==> src/rtl/ps2_pkg.sv <==
// ps2_pkg: shared types and constants for the PS/2 scancode receiver.
//   ps2_ev_t    : one decoded key event {ext, rel, code}, 10 bits.
//                 The release flag is named rel because "release" is a
//                 SystemVerilog keyword.
//   ps2_state_t : frame FSM states.
//   Prefix constants and the odd-parity helper.
package ps2_pkg;

  typedef struct packed {
    logic       ext;   // E0-prefixed
    logic       rel;   // F0-prefixed (key release)
    logic [7:0] code;
  } ps2_ev_t;

  typedef enum logic [1:0] {IDLE, DATA, PARITY, STOP} ps2_state_t;

  localparam logic [7:0] PS2_PFX_EXT    = 8'hE0;
  localparam logic [7:0] PS2_PFX_REL    = 8'hF0;
  localparam logic [7:0] PS2_PFX_PAUSE  = 8'hE1;
  localparam logic [7:0] PS2_PAUSE_CODE = 8'h77;
  localparam int         PS2_PAUSE_SKIP = 7;

  // Odd parity over data + parity bit.
  function automatic logic ps2_parity_ok(input logic [7:0] d, input logic p);
    return ^{d, p};
  endfunction

endpackage

==> src/rtl/ps2_ev_fifo.sv <==
// ps2_ev_fifo: synchronous FIFO of ps2_ev_t with a valid/ready pop side.
//   clk, reset      : clock, synchronous active-high reset
//   push, push_ev   : write request and data (dropped when full with no pop)
//   out_ready       : consumer accepts the head
//   out_valid       : head holds an event
//   out_ev          : head event, forced to 0 while empty
//   overflow        : one-cycle pulse when a push was dropped
module ps2_ev_fifo
  import ps2_pkg::*;
#(
  parameter int DEPTH = 4
) (
  input  logic    clk,
  input  logic    reset,
  input  logic    push,
  input  ps2_ev_t push_ev,
  input  logic    out_ready,
  output logic    out_valid,
  output ps2_ev_t out_ev,
  output logic    overflow
);

  localparam int AW = $clog2(DEPTH);

  ps2_ev_t        mem [DEPTH];
  logic [AW-1:0]  wr_ptr, rd_ptr;
  logic [AW:0]    cnt;
  logic           full, pop, do_push;

  assign out_valid = (cnt != '0);
  assign full      = (cnt == (AW+1)'(DEPTH));
  assign pop       = out_valid && out_ready;
  // A pop frees the slot in the same cycle, so push-while-full succeeds then.
  assign do_push   = push && (!full || pop);
  assign out_ev    = out_valid ? mem[rd_ptr] : '0;

  always_ff @(posedge clk) begin
    if (reset) begin
      wr_ptr   <= '0;
      rd_ptr   <= '0;
      cnt      <= '0;
      overflow <= 1'b0;
    end else begin
      if (do_push) wr_ptr <= wr_ptr + AW'(1);
      if (pop)     rd_ptr <= rd_ptr + AW'(1);
      cnt      <= cnt + (AW+1)'(do_push) - (AW+1)'(pop);
      overflow <= push && full && !pop;
    end
  end

  // Storage needs no reset: out_ev is masked until an entry is written.
  always_ff @(posedge clk) begin
    if (do_push) mem[wr_ptr] <= push_ev;
  end

endmodule

==> src/rtl/ps2_scancode_rx.sv <==
// ps2_scancode_rx: PS/2 receiver front end.
//   Synchronises and filters ps2_clk/ps2_dat, deserialises 11-bit frames,
//   checks stop bit and odd parity, folds E0/F0/E1 prefixes into complete
//   key events and queues them in ps2_ev_fifo.
// Ports:
//   clk, reset          : clock, synchronous active-high reset
//   ps2_clk, ps2_dat    : raw asynchronous PS/2 lines
//   ev_valid/ev_ready   : event handshake, ev_code/ev_ext/ev_release = head
//   err_parity          : pulse, frame dropped on parity error
//   err_frame           : pulse, bad stop bit or inter-bit timeout
//   overflow            : pulse, event dropped because FIFO full
// Build option: define PS2_RX_TIMEOUT_EN to abort frames that stall for
//   TIMEOUT_CYC cycles between clock edges; otherwise a partial frame
//   waits indefinitely.
module ps2_scancode_rx
  import ps2_pkg::*;
#(
  parameter int FILTER_LEN  = 4,
  parameter int FIFO_DEPTH  = 4,
  parameter int TIMEOUT_CYC = 50000
) (
  input  logic       clk,
  input  logic       reset,
  input  logic       ps2_clk,
  input  logic       ps2_dat,
  output logic       ev_valid,
  input  logic       ev_ready,
  output logic [7:0] ev_code,
  output logic       ev_ext,
  output logic       ev_release,
  output logic       err_parity,
  output logic       err_frame,
  output logic       overflow
);

  if (FILTER_LEN < 2 || FILTER_LEN > 15 || FIFO_DEPTH < 2 ||
      (FIFO_DEPTH & (FIFO_DEPTH - 1)) != 0 || TIMEOUT_CYC < 1) begin : g_param_chk
    $error("ps2_scancode_rx: parameter out of range");
  end

  localparam int FW = $clog2(FILTER_LEN + 1);

  // ---------------- input conditioning ----------------
  logic [1:0]    clk_sync, dat_sync;
  logic [FW-1:0] flt_cnt;
  logic          clk_flt, strobe, dat_s;

  always_ff @(posedge clk) begin
    if (reset) begin
      clk_sync <= 2'b11;
      dat_sync <= 2'b11;
      clk_flt  <= 1'b1;
      flt_cnt  <= '0;
      strobe   <= 1'b0;
      dat_s    <= 1'b1;
    end else begin
      clk_sync <= {clk_sync[0], ps2_clk};
      dat_sync <= {dat_sync[0], ps2_dat};
      strobe   <= 1'b0;
      // flt_cnt counts consecutive samples disagreeing with clk_flt; any
      // agreeing sample restarts it, so short glitches never flip the level.
      if (clk_sync[1] == clk_flt) begin
        flt_cnt <= '0;
      end else if (flt_cnt == FW'(FILTER_LEN - 1)) begin
        flt_cnt <= '0;
        clk_flt <= clk_sync[1];
        strobe  <= clk_flt;        // only the 1->0 transition samples data
        dat_s   <= dat_sync[1];
      end else begin
        flt_cnt <= flt_cnt + FW'(1);
      end
    end
  end

  // ---------------- frame FSM ----------------
  ps2_state_t state, nstate;
  logic [7:0] shreg;
  logic [2:0] bit_cnt;
  logic       par_bit;
  logic       tmo;
  logic       frame_ok, frame_perr, frame_ferr;

  always_ff @(posedge clk) begin
    if (reset) state <= IDLE;
    else       state <= nstate;
  end

  always_comb begin
    nstate = state;
    if (tmo) begin
      nstate = IDLE;
    end else if (strobe) begin
      unique case (state)
        IDLE:    if (!dat_s) nstate = DATA;
        DATA:    if (bit_cnt == 3'd7) nstate = PARITY;
        PARITY:  nstate = STOP;
        STOP:    nstate = IDLE;
        default: nstate = IDLE;
      endcase
    end
  end

  always_comb begin
    frame_ok   = 1'b0;
    frame_perr = 1'b0;
    frame_ferr = tmo;
    if (strobe && state == STOP && !tmo) begin
      if (!dat_s)                             frame_ferr = 1'b1;
      else if (!ps2_parity_ok(shreg, par_bit)) frame_perr = 1'b1;
      else                                    frame_ok   = 1'b1;
    end
  end

  always_ff @(posedge clk) begin
    if (reset) begin
      shreg   <= '0;
      bit_cnt <= '0;
      par_bit <= 1'b0;
    end else if (strobe) begin
      case (state)
        IDLE:   bit_cnt <= '0;
        DATA: begin
          shreg   <= {dat_s, shreg[7:1]};   // LSB arrives first
          bit_cnt <= bit_cnt + 3'd1;
        end
        PARITY: par_bit <= dat_s;
        default: ;
      endcase
    end
  end

`ifdef PS2_RX_TIMEOUT_EN
  localparam int TW = $clog2(TIMEOUT_CYC + 1);
  logic [TW-1:0] tmo_cnt;

  assign tmo = (state != IDLE) && (tmo_cnt == TW'(TIMEOUT_CYC));

  always_ff @(posedge clk) begin
    if (reset || state == IDLE || strobe || tmo) tmo_cnt <= '0;
    else                                         tmo_cnt <= tmo_cnt + TW'(1);
  end
`else
  assign tmo = 1'b0;
`endif

  // ---------------- prefix folding ----------------
  logic       ext_f, rel_f;
  logic [2:0] skip;
  logic       push;
  ps2_ev_t    push_ev;

  always_comb begin
    push    = 1'b0;
    push_ev = '0;
    if (frame_ok) begin
      if (skip != '0) begin
        // Last byte of the 8-byte Pause sequence emits the synthetic event.
        if (skip == 3'd1) begin
          push    = 1'b1;
          push_ev = '{ext: 1'b1, rel: 1'b0, code: PS2_PAUSE_CODE};
        end
      end else if (shreg != PS2_PFX_EXT && shreg != PS2_PFX_REL &&
                   shreg != PS2_PFX_PAUSE) begin
        push    = 1'b1;
        push_ev = '{ext: ext_f, rel: rel_f, code: shreg};
      end
    end
  end

  always_ff @(posedge clk) begin
    if (reset || frame_perr || frame_ferr) begin
      ext_f <= 1'b0;
      rel_f <= 1'b0;
      skip  <= '0;
    end else if (frame_ok) begin
      if (skip != '0)                skip  <= skip - 3'd1;
      else if (shreg == PS2_PFX_EXT) ext_f <= 1'b1;
      else if (shreg == PS2_PFX_REL) rel_f <= 1'b1;
      else if (shreg == PS2_PFX_PAUSE) skip <= 3'(PS2_PAUSE_SKIP);
      else begin
        ext_f <= 1'b0;
        rel_f <= 1'b0;
      end
    end
  end

  always_ff @(posedge clk) begin
    if (reset) begin
      err_parity <= 1'b0;
      err_frame  <= 1'b0;
    end else begin
      err_parity <= frame_perr;
      err_frame  <= frame_ferr;
    end
  end

  // ---------------- event FIFO ----------------
  ps2_ev_t head;

  ps2_ev_fifo #(.DEPTH(FIFO_DEPTH)) u_fifo (
    .clk       (clk),
    .reset     (reset),
    .push      (push),
    .push_ev   (push_ev),
    .out_ready (ev_ready),
    .out_valid (ev_valid),
    .out_ev    (head),
    .overflow  (overflow)
  );

  assign ev_code    = head.code;
  assign ev_ext     = head.ext;
  assign ev_release = head.rel;

endmodule
==> config.mk <==
export PLATFORM = sky130hd
export DESIGN_NAME = ps2_scancode_rx
export DESIGN_NICKNAME = d
export VERILOG_FILES = /design/src/rtl/ps2_pkg.sv /design/src/rtl/ps2_ev_fifo.sv /design/src/rtl/ps2_scancode_rx.sv
export SDC_FILE = /design/constraint.sdc
export NUM_CORES = 1
export LEC_CHECK = 0
export CAP_MARGIN = 20
export CELL_PAD_IN_SITES_DETAIL_PLACEMENT = 0
export CELL_PAD_IN_SITES_GLOBAL_PLACEMENT = 1
export CORE_MARGIN = 3
export CORE_UTILIZATION = 50
export DETAILED_ROUTE_END_ITERATION = 12
export GPL_ROUTABILITY_DRIVEN = 0
export PLACE_DENSITY_LB_ADDON = 0.1
export SLEW_MARGIN = 5
export SYNTH_ARGS = -nofsm -noshare
export SYNTH_HDL_FRONTEND = slang
export SYNTH_SLANG_ARGS = --single-unit
==> constraint.sdc <==
create_clock -name clk -period 7.2 [get_ports clk]
set_input_delay 1.44 -clock clk [delete_from_list [all_inputs] [get_ports clk]]
set_output_delay 1.44 -clock clk [all_outputs]
set_load 0.02 [all_outputs]
== After elaboration in Yosys (flattened, before gate mapping) ==
Memory sizes are Yosys's and may differ from the RTL's. A register that Yosys moved wholly into a read port is not among the register bits.
Cells that the tools add are included.

* Register bits after elaboration: 39
* Memory bits (writable): 40
* Input bits: 5
* Output and inout bits: 14
* Word-level logic and storage cells: 113
* Memories: 1

* $add $sub $neg: 7
* Equal/unequal tests: 21
* Muxes and demuxes: 33
* Bitwise logic cells: 4
* Reductions and logical operators: 28

{| class="wikitable"
|+ Memory list
! name !! depth !! width !! read ports !! clocked after Yosys merged registers in !! write ports !! line !! source
|-
| u_fifo.mem || 4 || 10 || 1 || 1 || 1 || ps2_ev_fifo.sv:25 || <nowiki>ps2_ev_t mem [DEPTH];</nowiki>
|}

{| class="wikitable"
|+ Operator list
! cell !! number
|-
| 10-bit 2-to-1 mux || 5
|-
| 8-bit == test, second input constant || 3
|-
| 8-bit != test, second input constant || 3
|-
| 1-bit 2-to-1 mux || 18
|-
| 2-bit != test, second input constant || 7
|-
| 3-bit 2-to-1 mux || 4
|-
| 4-bit AND reduction || 3
|-
| 9-bit parity || 1
|-
| 2-bit 2-to-1 mux || 4
|-
| 2-bit one-hot mux with 4 select lines || 1
|-
| 2-bit AND reduction || 4
|-
| 1-bit logical AND || 7
|-
| 3-bit by 1-bit adder with 3-bit output, second input constant || 2
|-
| 3-bit == test, second input constant || 2
|-
| 3-bit one-hot mux with 2 select lines || 1
|-
| 3-bit nonzero test || 2
|-
| 3-bit OR reduction || 2
|-
| 2-bit by 1-bit adder with 2-bit output, second input constant || 2
|-
| 2-bit == test, second input constant || 2
|-
| 1-bit NOT || 4
|-
| 2-bit nonzero test || 2
|-
| 3-bit by 1-bit adder with 3-bit output || 1
|-
| 3-bit by 1-bit == test with 1-bit output, second input constant || 1
|-
| 3-bit by 2-bit == test with 1-bit output, second input constant || 1
|-
| 8 further kinds || 11
|}

== Depth between registers and ports, before layout ==
* Depth after elaboration: 9
* Depth in mapped cells: 11
* Gate-level depth less buffers: 10

== Hierarchy ==
Synthesis repeated with hierarchy kept, for this count alone.

* Cells, all modules: 294
* Area, all modules: 3611.0 sq um

{| class="wikitable"
|+ By module, submodules not included
! module !! times used !! cells an instance !! area each (sq um) !! sequential area each (sq um)
|-
| ps2_ev_fifo || 1 || 117 || 2006.9 || 1401.3
|-
| ps2_scancode_rx || 1 || 177 || 1604.0 || 620.6
|}

== Least setup slack after synthesis ==
Ideal clock, no wire load.

* Kind: input-to-reg
* Start point: input ev_ready
* End point: register u_fifo.cnt[2]
* Library setup time: 128 ps
* Data arrival time: 3104 ps
* Data required time: 7072 ps
* Slack: 3969 ps
* Stages on the path: 7
* Buffers on the path: 0
* Path through: or4b_2 o2111ai_1 nor2_1 ha_1 fa_1 xnor2_1 nor2_1

* Longest elaborated chain between the ends: 5

{| class="wikitable"
|+ RTL lines
! element !! line !! source
|-
| start: declaration || ps2_scancode_rx.sv:27 || <nowiki>input logic ev_ready,</nowiki>
|-
| 1-bit logical AND || ps2_ev_fifo.sv:32 || <nowiki>assign pop = out_valid && out_ready;</nowiki>
|-
| 1-bit logical OR || ps2_ev_fifo.sv:34 || <nowiki>assign do_push = push && (!full || pop);</nowiki>
|-
| 1-bit logical AND || ps2_ev_fifo.sv:34 ||
|-
| net u_fifo.do_push || ps2_ev_fifo.sv:28 || <nowiki>logic full, pop, do_push;</nowiki>
|-
| 3-bit by 1-bit adder with 3-bit output || ps2_ev_fifo.sv:46 || <nowiki>cnt <= cnt + (AW+1)'(do_push) - (AW+1)'(pop);</nowiki>
|-
| 3-bit by 1-bit subtractor with 3-bit output || ps2_ev_fifo.sv:46 ||
|-
| end signal: assignment || ps2_ev_fifo.sv:46 ||
|-
| end: declaration || ps2_ev_fifo.sv:27 || <nowiki>logic [AW:0] cnt;</nowiki>
|}

The timed path passes the listed nets, and every way through them passes these cells.
A chain may end at the register's enable or synchronous reset.

==> metrics.txt <==
# TYPE chip_impl_metric gauge
chip_impl_metric{name="r2r_setup_slack",unit="ps"} 4530
chip_impl_metric{name="dr_total_vias",unit=""} 2149
chip_impl_metric{name="skew",unit="ps"} 11.9
chip_impl_metric{name="synth.yosys.warnings",unit=""} 0
chip_impl_metric{name="timing.final.crit_share",unit=""} 0.533
chip_impl_metric{name="cts_max_path_buffers",unit=""} 2
chip_impl_metric{name="synth.avg_cell_area",unit="sq um"} 12.1
chip_impl_metric{name="num_io_pins",unit=""} 19
chip_impl_metric{name="number_of_clock_buffers_inserted_by_tritoncts",unit=""} 9
chip_impl_metric{name="die_x",unit="microns"} 91.5
chip_impl_metric{name="relSlewSlack",unit=""} 0.540
chip_impl_metric{name="power.density",unit="nW/um^2"} 279
chip_impl_metric{name="fp.coreArea",unit="sq um"} 6940
chip_impl_metric{name="portBuffers",unit=""} 18
chip_impl_info{name="dominantRegCellSynth",value="dfxtp_1"} 1
chip_impl_metric{name="cp_max_fo",unit=""} 10
chip_impl_info{name="top_post_synthesis_cells_by_count",value="dfxtp_1, edfxtp_1, nand2_1"} 1
chip_impl_metric{name="final-instance-count-excl-fill",unit=""} 416
chip_impl_metric{name="postCtsSetupBuffers",unit=""} 0
chip_impl_metric{name="tightest_slew",unit="ps"} 689
chip_impl_metric{name="critPathRequiredTime",unit="ps"} 5760
chip_impl_metric{name="area_delta_synth_final",unit="%"} 12.6
chip_impl_info{name="cell_family_contributing_the_most_delay_on_the_critical_path",value="flip-flops"} 1
chip_impl_metric{name="grt_antenna_before_repair",unit=""} 0
chip_impl_info{name="critical_path.startpoint_type",value="register"} 1
chip_impl_metric{name="totalWireLength",unit="microns"} 6030
chip_impl_metric{name="critical_path.n_buffers_inverters",unit=""} 1
chip_impl_info{name="timing.critical_path.cells",value="mux4_2 -> and2_1 -> clkdlybuf4s50_1"} 1
chip_impl_metric{name="clkSlewWorstSetupHoldPaths",unit="ps"} 80
chip_impl_metric{name="drc",unit=""} 0
chip_impl_metric{name="synth-edff-count",unit=""} 40
chip_impl_metric{name="grt_pass1_vias",unit=""} 2054
chip_impl_metric{name="finalCriticalPeriod",unit="ps"} 3840
chip_impl_metric{name="setup_tns",unit="ps"} 0
chip_impl_info{name="critPathCaptureType",value="output pin"} 1
chip_impl_metric{name="cp_slowest_stage_delay",unit="ps"} 770
chip_impl_metric{name="initial_cell_density_of_the_core",unit=""} 0.526
chip_impl_metric{name="global_route.usage.total",unit=""} 0.159
chip_impl_metric{name="detail_route.first_pass.iterations",unit=""} 4
chip_impl_metric{name="post-dp-hpwl",unit="microns"} 4180
chip_impl_metric{name="ys_seq_elements",unit=""} 81
chip_impl_info{name="setup.worst_path.class",value="reg -> out"} 1
chip_impl_metric{name="detail_route.vias_per_cell",unit=""} 5.17
chip_impl_metric{name="area_share_of_the_largest_cell_type_after_synthesis",unit=""} 0.329
chip_impl_metric{name="nNetsFinal",unit=""} 339
chip_impl_metric{name="leakagePower",unit="nW"} 1.39
chip_impl_metric{name="drv_slew",unit=""} 0
chip_impl_metric{name="max_freq",unit="GHz"} 0.261
chip_impl_info{name="ctsRootBufferMaster",value="clkbuf_8"} 1
chip_impl_metric{name="final_core_utilization",unit=""} 0.592
chip_impl_info{name="rsz0062_at_grt",value="no"} 1
chip_impl_metric{name="wire_length_of_the_first_global_routing_pass",unit="microns"} 10300
chip_impl_metric{name="placement_rows",unit=""} 30
chip_impl_metric{name="synth_nets",unit=""} 324
chip_impl_metric{name="routedWlPerCell",unit="microns"} 14.5
chip_impl_metric{name="postCtsResizedCells",unit=""} 0
chip_impl_metric{name="cts_hold_repair.buffers",unit=""} 0
chip_impl_info{name="status",value="finished clean"} 1
chip_impl_metric{name="setup_viol",unit=""} 0
chip_impl_info{name="post_synth_main_area_contributors",value="edfxtp_1, dfxtp_1, mux4_2"} 1
chip_impl_metric{name="dieHeight",unit="microns"} 91.5
chip_impl_metric{name="grt_max_degree",unit=""} 34
chip_impl_metric{name="overall_overflow_remaining_after_global_route",unit=""} 0
chip_impl_metric{name="maximum_ir_drop_on_the_vdd_rail",unit="mV"} 0.117
chip_impl_metric{name="placed_cells_incl_taps",unit=""} 401
chip_impl_metric{name="final_hold_fails",unit=""} 0
chip_impl_metric{name="synthCells",unit=""} 301
chip_impl_info{name="crit_path_top_delay_cell",value="dfxtp_1"} 1
chip_impl_info{name="hold_class",value="reg -> reg"} 1
chip_impl_info{name="synthMostInstantiatedCell",value="dfxtp_1"} 1
chip_impl_metric{name="drive_above_1_share",unit=""} 0.138
chip_impl_metric{name="synth_area",unit="sq um"} 3650
chip_impl_metric{name="clock-sinks",unit=""} 81
chip_impl_metric{name="detail-route-antenna-nets",unit=""} 0
chip_impl_metric{name="synth_seq_area_share",unit=""} 0.554
chip_impl_metric{name="max-cap-violations",unit=""} 0
chip_impl_info{name="yosys.area.top_type",value="edfxtp_1"} 1
chip_impl_metric{name="worst_skew_pair.late_latency",unit="ps"} 340
chip_impl_metric{name="die_area",unit="sq um"} 8370
chip_impl_metric{name="critical_path_arrival",unit="ps"} 2400
chip_impl_metric{name="num_antenna_cells",unit=""} 0
chip_impl_metric{name="drtIter0Drc",unit=""} 106
chip_impl_metric{name="synthDistinctLibCells",unit=""} 47
chip_impl_info{name="cts_tree",value="built"} 1
chip_impl_metric{name="cts.htree.levels",unit=""} 3
chip_impl_metric{name="synth_async_sr_flop_share",unit=""} 0
-- flip-flops by register name (all words and copies together), names as in the netlist, named ones only --
name,flops
dat_s,1
u_fifo.wr_ptr,2
par_bit,1
state,2
rel_f,1
shreg,8
u_fifo.mem,40
clk_sync,2
u_fifo.overflow,1
u_fifo.rd_ptr,2
dat_sync,2
strobe,1
clk_flt,1
err_parity,1
err_frame,1
skip,3
ext_f,1
bit_cnt,3
flt_cnt,3
u_fifo.cnt,3
-- metal layers --
layer | share of wire | up-vias | track usage | wire, microns
met2 | 0.47 | 29 | 0.247 | 2820
li1 | - | 1093 | - | -
met3 | 0.030 | 6 | 0.0348 | 181
met4 | 0.016 | 0 | 0.0716 | 95
met1 | 0.49 | 1021 | 0.214 | 2930
met5 | 0 | - | 0 | 0
-- placed cells by master, fill, tap and decap left out, types with 5 or more instances in the layout --
cell and instances:
mux4_2 10, nand3_1 6, clkbuf_8 9, ha_1 17, o21ai_0 5, xnor2_1 6
and3_1 5, inv_1 19, or2_2 6, edfxtp_1 40, nor3_1 6, a21oi_1 24
nand2_1 27, nor2_1 20, and2_1 15, clkdlybuf4s50_1 18, dfxtp_1 41
-- worst paths after layout --
kind / start / end / depth (start not counted)
worst max-delay path: register / ev_ext / 3
worst min-delay path: clk_sync[0]$_SDFF_PP1_ / clk_sync[1]$_SDFF_PP1_ / 1
worst min register to register: clk_sync[0]$_SDFF_PP1_ / clk_sync[1]$_SDFF_PP1_ / 1
worst max register to register: shreg[5]$_SDFFE_PP0P_ / u_fifo.cnt[2]$_SDFF_PP0_ / 8
-- area by class of cell --
type	instances	area, sq um
sequential	81	2020
tap	96	120
timing repair buffer	19	188
inverter	19	71.3
clock buffer	9	124
clock inverter	6	116
fill	597	2830
multi-input combinational	186	1470
-- stage by stage --
stage          worst slack (ps)  area, sq um  total power, mW  hold slack, ps
3_5_place_dp               3440         3870            0.768             394
3_3_place_gp               3500         3870            0.765             393
6_report                   3360         4110             1.15             411
4_1_cts                    3290         4110             1.16             412
5_1_grt                    3190         4110             1.20             421
2_1_floorplan              3970         3650            0.693             389
-- power by group --
part	total, mW	switching, mW	internal (mW)
sequential	0.522	0.0275	0.495
combinational	0.231	0.0983	0.133
clock	0.394	0.163	0.231
-- cells by family after synthesis --
logic type | synth area share
flops | 0.554
buf+inv | 0.0435
mux | 0.0699
fa+ha+maj | 0.0637
xor+xnor | 0.0476
simple gates | 0.141
compound gates | 0.0802
Power figures use the tool's default switching activity.
==> edit 1 (same settings) <==
`FIFO_DEPTH`: 4 -> 2.
--- a/src/rtl/ps2_scancode_rx.sv
+++ b/src/rtl/ps2_scancode_rx.sv
@@ -17,5 +17,5 @@
 #(
   parameter int FILTER_LEN  = 4,
-  parameter int FIFO_DEPTH  = 4,
+  parameter int FIFO_DEPTH  = 2,
   parameter int TIMEOUT_CYC = 50000
 ) (
Behaviour: no difference found for any inputs over 10 cycles, from zero or initial values and one cycle with reset high; that may be too few to reach the edited logic, so the function may still have changed.
==> edit 1 against the original RTL <==
- sequential cell count shrank 24
- design area is 24% lower
- via count down 16%
- area after synthesis down 29%
- maximum frequency is 14% higher
- combinational power fell by 81%
- setup slack better by 0.46 ns
- total power is 33% lower
- routed wire length fell by 23%
==> edit 1: results <==
finish:
  buf_share_pct: 6.283
  stdcell_count: 349
  fillers: 423
  top_regs: "u_fifo.mem: 20 flops, shreg: 8 flops"
  buffers: 20
  finalNetCount: 295
  clock_area_share_pct: 8.578
  seq_area_sq_um: 1341
outcome:
  status: "complete, no violations"
synth:
  ys_top_cells_by_area: "dfxtp_1 (28%), edfxtp_1 (23%), ha_1 (6.2%)"
  avgSynthCellArea_sq_um: 10.13
  syn_inst: 257
  synthTopCellsByCount: "nor2_1 (38), dfxtp_1 (37), nand2_1 (24)"
  muxShareOfSynthArea_pct: 4.998
  synth_compound_area_share_pct: 9.034
  synth_edf_count: 20
clock_tree:
  clkSinkCount: 57
critical_path:
  critPathArrivalTime_ns: 1.94
  worstReg2RegStart: "shreg[7]"
placed_design:
  dp_worst_setup_slack_ns: 3.893
  dpl_cell_area_sq_um: 2840
  numPlacedInstances: 333
  dpl.hpwl_microns: 3180
pwr:
  comb_power_share_pct: 5.7
  p_leak_nw: 1.128
  clkPwrFrac_pct: 49.5
  ir_drop_mv: 0.1259
  p_comb_mw: 0.0435
detailed_routing:
  vias_per_cell: 5.189
timing:
  max_slew_margin_pct: 51.14
  clock_skew_ns: 0.01034
grt:
  track_usage_pct: 17.31
-- edit 1: changes by cell type after synthesis, sizes merged, moves of 3 or more --
cell,change
edfxtp,-20
nor2,+18
and2,-10
mux2i,+10
mux4,-10
buf,-8
a21oi,-7
inv,-5
clkbuf,+4
dfxtp,-4
ha,-4
and3,-3
nand2,-3
-- edit 1: layer usage --
layer | global-route usage [%] | part of all wire (%)
met1 | 22.33 | 48
met2 | 25.60 | 43
met3 | 4.817 | 5.0
met4 | 10.84 | 3.2
met5 | 0 | 0
-- edit 1: path summary, 6_finish.rpt --
kind	cells past startpoint	slack, ns	endpoint
max	3	3.82	ev_code[5]
max reg2reg	9	4.43	u_fifo.cnt[1]
min reg2reg	1	0.41	clk_sync[1]
min	1	0.41	clk_sync[1]
-- edit 1: logic make-up after synthesis --
kind of cell	Yosys count
AND/OR/NAND/NOR	101
AO/OA/AOI/OAI	37
XOR/XNOR	11
flip-flops	57
multiplexers	13
adder cells (fa/ha/maj)	13
buffers and inverters	25
==> edit 2 (same settings) <==
Made on the original files. The 4 states of `ps2_state_t` get a one-hot encoding in 4 bits.
--- a/src/rtl/ps2_pkg.sv
+++ b/src/rtl/ps2_pkg.sv
@@ -13,5 +13,5 @@
   } ps2_ev_t;
 
-  typedef enum logic [1:0] {IDLE, DATA, PARITY, STOP} ps2_state_t;
+  typedef enum logic [3:0] {IDLE = 4'b0001, DATA = 4'b0010, PARITY = 4'b0100, STOP = 4'b1000} ps2_state_t;
 
   localparam logic [7:0] PS2_PFX_EXT    = 8'hE0;
Behaviour: same outputs for any inputs over 10 cycles, from zero or initial values and one cycle with reset high; not proved beyond that.
==> edit 2 against the original RTL <==
- maximum frequency increased by 0.13%
- setup slack improved by 0.0051 ns
- total power increased by 2.6%
- design area decreased by 1.2%
- routed wire length increased by 4.1%
- first-iteration DRC count decreased by 6.6%
- sequential power increased by 3%
- sequential cell count increased by 2
- synthesized cell count increased by 1.7%
- area after synthesis decreased by 0.75%
- clock skew decreased by 0.0037 ns
==> edit 2: results <==
critical_path:
  cpMaxStageDelayCell: "dfxtp_1"
  cp_top_family: "flip-flops"
  critPathArrivalTime_ns: 2.39
  crit_path_max_fanout: 10
  critPathMaxStageDelay_ns: 0.76
detailed_routing:
  drtPass1Iterations: 4
  vias_per_cell: 5.316
  drt_iter0_markers: 99
  wl_per_cell_microns: 14.80
grt:
  grt_pass1_wl_microns: 10510
  track_usage_pct: 16.15
  grt_max_degree: 36
  grt_pass1_vias: 2150
  antenna_found_initial: 0
pwr:
  p_leak_nw: 1.269
  p_comb_mw: 0.321
  cellPowerDensity_nw_per_um2: 289.7
  ir_drop_mv: 0.1133
  seq_power_share_pct: 45.7
  power_switching_mw: 0.3402
outcome:
  status: "complete, no violations"
placed_design:
  dpl.hpwl_microns: 4327
  numPlacedInstances: 408
  dpl_cell_area_sq_um: 3875
  dp_worst_setup_slack_ns: 3.454
  port_buffers: 18
finish:
  stdcell_count: 424
  top_regs: "u_fifo.mem: 40 flops, shreg: 8 flops, state: 4 flops"
  finalNetCount: 342
  fillers: 614
  layout-drive-gt1-share_pct: 11.59
synth:
  synthTopCellsByCount: "dfxtp_1 (43), edfxtp_1 (40), nand2_1 (28)"
  yosysSeqAreaShare_pct: 56.89
  muxShareOfSynthArea_pct: 7.732
  synth_nets: 325
  synth-xor-area-share_pct: 4.211
  synthArstFlopShare_pct: 0
  syn_inst: 306
  yosys.cell_types.count: 44
  synth_edf_count: 40
  ys_top_cells_by_area: "edfxtp_1 (33%), dfxtp_1 (24%), mux4_2 (6.2%)"
  synth_compound_area_share_pct: 5.868
  yosys.area_share.adder_pct: 5.040
clock_tree:
  clockBufferDepth: 2
  clk_pin_slew_ns: 0.08
  cts-root-buf: "clkbuf_8"
  numCtsBuffers: 9
  post_cts_buffers: 0
timing:
  clock_skew_ns: 0.008231
  max_slew.worst_pin.slew_ns: 0.6795
worst_hold_path:
  hp-class: "reg -> reg"
## edit 2: per-layer routing
metal | up-vias | GRT usage [%] | routed length, microns
li1 | 1112 | - | -
met1 | 1088 | 20.41 | 2967
met2 | 45 | 26.12 | 2999
met3 | 9 | 3.977 | 220
met4 | 0 | 7.538 | 90
met5 | - | 0 | 0
## edit 2: final timing paths
check,cells past startpoint,start,slack [ns],to
setup / recovery,3,flop,3.37,ev_code[6]
hold / removal,1,dat_sync[0],0.41,dat_sync[1]
setup reg to reg,10,shreg[4],4.28,u_fifo.cnt[2]
hold reg to reg,1,dat_sync[0],0.41,dat_sync[1]
## edit 2: layout make-up
type                    instances  area (sq um)  share of cell area (%)
flip-flops and latches         83          2062                   50.77
multi-input cells             197          1456                   35.86
repair buffers                 19         187.7                   4.621
clock buffers                  11         131.4                   3.235
well taps                      96         120.1                   2.957
clock inverters                 5         55.05                   1.356
inverters                      13         48.80                   1.201
